`src/rtl/present_rr_sched.sv`:
```
// Shared iterative PRESENT-80 engine serving two handshaked requesters round-robin.
// One block in flight; ciphertext returned on a valid/ready port tagged with the owner id.
module present_rr_sched #(
  parameter int unsigned ROUNDS = 31
) (
  input  logic        clk,
  input  logic        rst,
  input  logic        s0_valid,
  output logic        s0_ready,
  input  logic [79:0] s0_key,
  input  logic [63:0] s0_pt,
  input  logic        s1_valid,
  output logic        s1_ready,
  input  logic [79:0] s1_key,
  input  logic [63:0] s1_pt,
  output logic        m_valid,
  input  logic        m_ready,
  output logic [63:0] m_ct,
  output logic        m_id,
  output logic        busy
);

  localparam logic [4:0] LastRnd = 5'(ROUNDS);

  typedef enum logic [1:0] {StIdle, StRun, StOut} fsm_e;

  fsm_e        fsm_q, fsm_d;
  logic [63:0] state_q, state_d;
  logic [79:0] key_q, key_d;
  logic [4:0]  rnd_q, rnd_d;
  logic        owner_q, owner_d;
  logic        prio_q, prio_d;
  logic        grant_vld, grant;

  function automatic logic [3:0] sbox(input logic [3:0] x);
    logic [3:0] y;
    case (x)
      4'h0: y = 4'hC;
      4'h1: y = 4'h5;
      4'h2: y = 4'h6;
      4'h3: y = 4'hB;
      4'h4: y = 4'h9;
      4'h5: y = 4'h0;
      4'h6: y = 4'hA;
      4'h7: y = 4'hD;
      4'h8: y = 4'h3;
      4'h9: y = 4'hE;
      4'hA: y = 4'hF;
      4'hB: y = 4'h8;
      4'hC: y = 4'h4;
      4'hD: y = 4'h7;
      4'hE: y = 4'h1;
      default: y = 4'h2;
    endcase
    return y;
  endfunction

  // addRoundKey, sBoxLayer, then pLayer (bit i -> 16*i mod 63, bit 63 fixed).
  function automatic logic [63:0] round_enc(input logic [63:0] s, input logic [63:0] rk);
    logic [63:0] x, y;
    x = s ^ rk;
    for (int n = 0; n < 16; n++) x[4*n +: 4] = sbox(x[4*n +: 4]);
    y = '0;
    for (int i = 0; i < 63; i++) y[(i*16) % 63] = x[i];
    y[63] = x[63];
    return y;
  endfunction

  function automatic logic [79:0] key_update(input logic [79:0] k, input logic [4:0] rc);
    logic [79:0] r;
    r = {k[18:0], k[79:19]};
    r[79:76] = sbox(r[79:76]);
    r[19:15] = r[19:15] ^ rc;
    return r;
  endfunction

  always_comb begin
    grant_vld = s0_valid | s1_valid;
    grant     = (s0_valid && s1_valid) ? prio_q : s1_valid;
  end

  assign s0_ready = (fsm_q == StIdle) && !rst && grant_vld && !grant;
  assign s1_ready = (fsm_q == StIdle) && !rst && grant_vld && grant;

  always_comb begin
    fsm_d   = fsm_q;
    state_d = state_q;
    key_d   = key_q;
    rnd_d   = rnd_q;
    owner_d = owner_q;
    prio_d  = prio_q;
    unique case (fsm_q)
      StIdle: begin
        if (grant_vld) begin
          state_d = grant ? s1_pt : s0_pt;
          key_d   = grant ? s1_key : s0_key;
          rnd_d   = 5'd1;
          owner_d = grant;
          prio_d  = ~grant;
          fsm_d   = StRun;
        end
      end
      StRun: begin
        state_d = round_enc(state_q, key_q[79:16]);
        key_d   = key_update(key_q, rnd_q);
        rnd_d   = rnd_q + 5'd1;
        if (rnd_q == LastRnd) fsm_d = StOut;
      end
      StOut: begin
        if (m_ready) fsm_d = StIdle;
      end
      default: fsm_d = StIdle;
    endcase
  end

  always_ff @(posedge clk) begin
    if (rst) begin
      fsm_q   <= StIdle;
      state_q <= '0;
      key_q   <= '0;
      rnd_q   <= '0;
      owner_q <= 1'b0;
      prio_q  <= 1'b0;
    end else begin
      fsm_q   <= fsm_d;
      state_q <= state_d;
      key_q   <= key_d;
      rnd_q   <= rnd_d;
      owner_q <= owner_d;
      prio_q  <= prio_d;
    end
  end

  // Final whitening with the last scheduled round key.
  assign m_valid = (fsm_q == StOut);
  assign m_ct    = m_valid ? (state_q ^ key_q[79:16]) : 64'h0;
  assign m_id    = m_valid & owner_q;
  assign busy    = (fsm_q != StIdle);

endmodule

```
`config.mk`:
```
export PLATFORM = sky130hd
export DESIGN_NAME = present_rr_sched
export DESIGN_NICKNAME = d
export VERILOG_FILES = /design/src/rtl/present_rr_sched.sv
export SDC_FILE = /design/constraint.sdc
export NUM_CORES = 1
export LEC_CHECK = 0
export ABC_AREA = 1
export BUFFER_PORTS_ARGS = -buffer_cell sky130_fd_sc_hd__clkbuf_2
export CAP_MARGIN = 40
export CORE_AREA = 2 2 237 122
export DETAILED_ROUTE_END_ITERATION = 7
export DIE_AREA = 0 0 239 124
export PLACE_DENSITY = 0.71
export SLEW_MARGIN = 20
export SYNTH_ARGS = -nofsm -noshare
export SYNTH_HDL_FRONTEND = slang
export SYNTH_SLANG_ARGS = --single-unit
```
`constraint.sdc`:
```
create_clock -name clk -period 4.7 [get_ports clk]
set_clock_uncertainty 0.1 [all_clocks]
set_input_delay 0.705 -clock clk [delete_from_list [all_inputs] [get_ports clk]]
set_output_delay 0.705 -clock clk [all_outputs]
set_load 0.05 [all_outputs]
```
# --- After elaboration in Yosys (flattened, before gate mapping) ---
# Memory sizes are Yosys's and may differ from the RTL's. A register that Yosys moved wholly into a read port is not among the register bits.
# Cells that the tools add are included.
classes:
  addsub: 1
  eq_ne: 6
  n_mux: 16
  bitwise: 5
  n_reduce_logical: 13
op_table:
  columns: ["cell", "n"]
  rows:
  - ["64-bit two-way mux", 3]
  - ["80-bit two-way mux", 2]
  - ["80-bit one-hot mux with 2 select lines", 1]
  - ["64-bit one-hot mux with 2 select lines", 1]
  - ["64-bit XOR", 1]
  - ["5-bit one-hot mux with 2 select lines", 1]
  - ["4-bit two-way mux", 2]
  - ["2-bit two-way mux", 3]
  - ["2-bit one-hot mux with 3 select lines", 1]
  - ["5-bit by 1-bit adder with 5-bit output (second input constant)", 1]
  - ["5-bit equality test (second input constant)", 1]
  - ["1-bit logical AND", 5]
  - ["5-bit two-way mux", 1]
  - ["5-bit XOR", 1]
  - ["2-bit != test (second input constant)", 2]
  - ["2-bit AND reduction", 2]
  - ["2-bit nonzero test", 2]
  - ["3-bit AND reduction", 1]
  - ["2-bit by 1-bit equality test with 1-bit output (second input constant)", 1]
  - ["2-bit equality test (second input constant)", 1]
  - ["1-bit zero test", 2]
  - ["2-bit zero test", 1]
  - ["2-bit by 1-bit != test with 1-bit output (second input constant)", 1]
  - ["1-bit bitwise AND", 1]
  - ["other kinds (3)", 3]
totals:
  regBits: 153
  romBits: 1088
  input_bits: 293
  output_inout_bits: 69
  wordCells: 64
  mem_count: 17
memory_table:
  columns: ["name", "depth", "word_bits", "rd", "rd_ports_with_merged_regs", "wr", "line", "source"]
  rows:
  - ["(name not given)", 16, 4, 1, 0, 0, "37", "case (x)"]
  - ["(name not given)", 16, 4, 1, 0, 0, "37", null]
  - ["(name not given)", 16, 4, 1, 0, 0, "37", null]
  - ["(name not given)", 16, 4, 1, 0, 0, "37", null]
  - ["(name not given)", 16, 4, 1, 0, 0, "37", null]
  - ["(name not given)", 16, 4, 1, 0, 0, "37", null]
  - ["+11 memories", null, null, null, null, null, null, null]

# --- Longest topological paths before layout ---
logic_depth:
  ltp_word: 7
  depth_mapped: 17
  ltp_nobuf: 15

# --- Worst setup path before layout ---
# No wires, ideal clock.
synth_timing:
  path_type: "reg-to-output"
  from: "register fsm_q[1]"
  to: "output port m_ct[14]"
  arrival_time_ps: 2272
  t_required_ps: 3895
  setup_slack_ps: 1623
  stages_incl_launch_ff: 7
  path_buffers: 2
  path_cell_list: "dfxtp_1 -> inv_1 -> nor2_1 -> inv_1 -> buf_2 -> buf_1 -> nor2_1"
synth_via:
  elab_chain_cells: 2
synth_lines:
  columns: ["item", "line", "source"]
  rows:
  - ["start, declared", "27", "fsm_e fsm_q, fsm_d;"]
  - ["start signal, assigned", "118", "fsm_q <= StIdle;"]
  - ["start signal, assigned", "125", "fsm_q <= fsm_d;"]
  - ["2-bit equality test", "135", "assign m_valid = (fsm_q == StOut);"]
  - ["via m_valid", "16", "output logic m_valid,"]
  - ["64-bit two-way mux", "136", "assign m_ct = m_valid ? (state_q ^ key_q[79:16]) : 64'h0;"]
  - ["end, declared", "18", "output logic [63:0] m_ct,"]
# The timed path passes the listed nets, and every way through them passes these cells.

# --- Worst setup path after layout ---
layout_timing:
  from: "register fsm_q[0]"
  to: "output port s0_ready"
layout_via:
  elab_chain_cells: 4
layout_lines:
  columns: ["item", "line", "source"]
  rows:
  - ["2-bit zero test", "82", "assign s0_ready = (fsm_q == StIdle) && !rst && grant_vld && !grant;"]
  - ["1-bit logical AND (3 in series)", "82", null]
  - ["end, declared", "9", "output logic s0_ready,"]
# Every way passes these cells.

==> results.py <==
metrics = {
    "yosys": {
        "synthMuxAreaShare_pct": 0,
        "synth_top_family_by_area": "simple AND/OR/NAND/NOR gates",
        "yosysWarnings": 0,
        "synth_area_per_cell_sq_um": 6.48,
        "synth_xor_area_share_pct": 4.00,
        "yosys.area_share.adder_pct": 8.87,
        "syn_area_sq_mm": 0.0123,
        "synth.net_count": 2272,
        "netlist_instances": 1892,
        "ys_seq_elements": 157,
        "synth_simple_gate_area_share_pct": 27.0,
        "synth-edff-count": 0,
        "ys_async_sr_fraction_pct": 0,
        "ys_seq_area_share_pct": 25.6,
        "synth_cell_types": 35,
        "synth-compound-area-share_pct": 24.2,
        "ys.flop_type": "dfxtp_1",
    },
    "routing": {
        "top_layer_used": "met4",
        "drcViolationCount": 0,
        "met3WireLength_um": 5080,
        "wl_per_cell_um": 18.7,
        "via_per_inst": 5.52,
        "drt_iter0_drc": 1589,
        "ant_nets": 0,
        "met2_length_um": 20100,
        "vias": 13996,
        "drt-met1-wl_um": 21400,
        "drtPass1Iterations": 5,
        "routed_wl_um": 47400,
    },
    "die": {
        "start_util_pct": 44.7,
        "die-width_um": 239,
        "dieArea_sq_mm": 0.0296,
        "pin_count": 362,
        "die_h_um": 124,
        "core-area_sq_mm": 0.0274,
        "rows": 43,
    },
    "clock_tree": {
        "post_cts_buffers": 0,
        "cts_buffers": 17,
        "clk_latency_ns": 0.45,
        "cts_root_buffer": "clkbuf_16",
        "cts_tree": "done",
        "cts_sinks": 157,
        "cts_hold_buf": 0,
        "cts.path.max_buffers": 2,
        "htree_levels": 4,
        "cts_resized": 0,
        "clkTransAtPathRegs_ns": 0.07,
    },
    "pwr": {
        "p_per_area_mw_per_mm2": 331,
        "ir_drop_v": 0.000310,
        "p_leak_nw": 7.07,
    },
    "placement": {
        "gp_congestion": 0.962,
        "post-place-cells": 2503,
        "dp_hpwl_um": 36300,
        "portBuffers": 361,
    },
    "cells_and_area": {
        "final_cell_mix": "361 x clkbuf_2, 335 x nor2_1, 323 x nand2_1, 199 x o21ai_0, 160 x inv_1",
        "mostFrequentLayoutCell": "clkbuf_2",
        "final_layout_size_suffix_gt1_share_pct": 20.8,
        "final_nets": 2543,
        "n_antenna_cell": 0,
        "area_growth_pct": 19.4,
        "layout.cells.non_filler": 2536,
        "fill_cells": 2865,
    },
    "timing": {
        "final_max_slew_viol_count": 0,
        "maxSlewHeadroom_pct": 43.7,
        "period_share_pct": 67.7,
        "rsz0062_at_grt": "false",
        "setup_viol": 0,
        "worst_hold_slack_ns": 0.371,
        "fmax_mhz": 314,
        "finalHoldViolations": 0,
        "setup_tns_ns": 0,
        "finalCriticalPeriod_ns": 3.18,
        "tightest_slew_ns": 0.844,
    },
    "global_route": {
        "grt_pass1_vias": 12008,
        "grt_overflow": 0,
        "grt_pass1_wl_um": 69400,
        "antenna_found_initial": 0,
        "grtUsageTotal_pct": 31.3,
        "grt_max_degree": 161,
    },
    "worst_setup_path": {
        "cp_data_arrival_time_ns": 2.38,
        "crit_top_cell": "nor2_1",
        "crit_slowest_cell": "dfxtp_1",
        "worstSetupStartpointType": "flop",
        "endpoint_kind": "output pin",
        "slowest_delay_ns": 0.36,
        "cp_cell_sequence": "nor2_1, inv_1, nor2_4, buf_4, inv_2, nor2_1, inv_1, nor2_1, clkbuf_2",
        "worstSetupPathType": "reg -> out",
        "worstPathRequired_ns": 3.89,
        "crit_path_max_fanout": 36,
    },
    "run": {
        "maxCapViolCount": 0,
    },
    "outcome": {
        "status": "complete, no violations",
    },
    "hold_path": {
        "hold_class": "reg -> reg",
    },
}
cells by family after synthesis:
kind of cell	after synthesis
compound gates	489
fa+ha+maj	87
buf+inv	292
simple gates	811
xor+xnor	56
flops	157
power breakdown:
group	switching (W)	leakage (nW)	internal [W]	total, W
Clock	0.000644	0.278	0.000793	0.00144
Combinational	0.00112	5.49	0.000619	0.00174
Sequential	0.000192	1.30	0.00148	0.00168
Total	0.00195	7.07	0.00290	0.00485
Yosys cell counts (all sizes together) (19+ instances only):
cell / instances / area share (%)
a21oi: 48 / 2.0
a31oi: 64 / 3.3
buf: 78 / 3.8
clkbuf: 45 / 1.4
dfxtp: 157 / 26
ha: 87 / 8.9
inv: 169 / 5.2
nand2: 332 / 10
nand3: 95 / 3.9
nor2: 339 / 11
o211ai: 79 / 4.8
o21a: 19 / 1.2
o21ai: 213 / 8.7
or2: 24 / 1.2
xnor2: 26 / 1.9
xor2: 30 / 2.1
state kept, by name, summed over array words and instances, names as in the netlist, named ones only:
name and flops:
prio_q 1, owner_q 1, key_q 80, rnd_q 5
state_q 64, fsm_q 2
critical path: cells and delay by family (launching register included):
| family | cells | cell delay [ns] |
|---|---|---|
| buf+inv | 5 | 1.06 |
| flops | 1 | 0.36 |
| simple gates | 4 | 0.48 |
path summary, 6_finish.rpt:
kind | from | endpoint | slack, ns | cells past startpoint
max | fsm_q[0] | s0_ready | 1.52 | 9
min | flop | key_q[76] | 0.37 | 2
max reg2reg | prio_q | state_q[51] | 1.92 | 8
min reg2reg | flop | key_q[76] | 0.37 | 2
through the flow:
stage / instance area, sq um / power (W) / worst slack (ns) / util [%]
floorplan: 12300 / 0.00286 / 1.62 / -
global placement: 14000 / 0.00337 / 1.59 / 51.1
detailed placement: 14000 / 0.00339 / 1.56 / 51.1
CTS: 14600 / 0.00480 / 1.50 / 53.3
global route: 14600 / 0.00513 / 1.36 / 53.4
finish: 14600 / 0.00485 / 1.52 / 53.4
metal layers:
layer	vias up	GRT usage (%)
met2	624	47.5
met5	-	0
met4	0	8.32
li1	6853	-
met3	66	7.16
met1	6453	44.4
cell type report:
| class | count | area (sq um) | share of cell area, % |
|---|---|---|---|
| multi-input cells | 1443 | 7860 | 53.6 |
| flip-flops and latches | 157 | 3140 | 21.5 |
| clock inverters | 14 | 158 | 1.08 |
| inverters | 169 | 642 | 4.38 |
| repair buffers | 375 | 1970 | 13.4 |
| clock buffers | 18 | 429 | 2.93 |
| well taps | 360 | 450 | 3.07 |
Power figures use the tool's default switching activity.
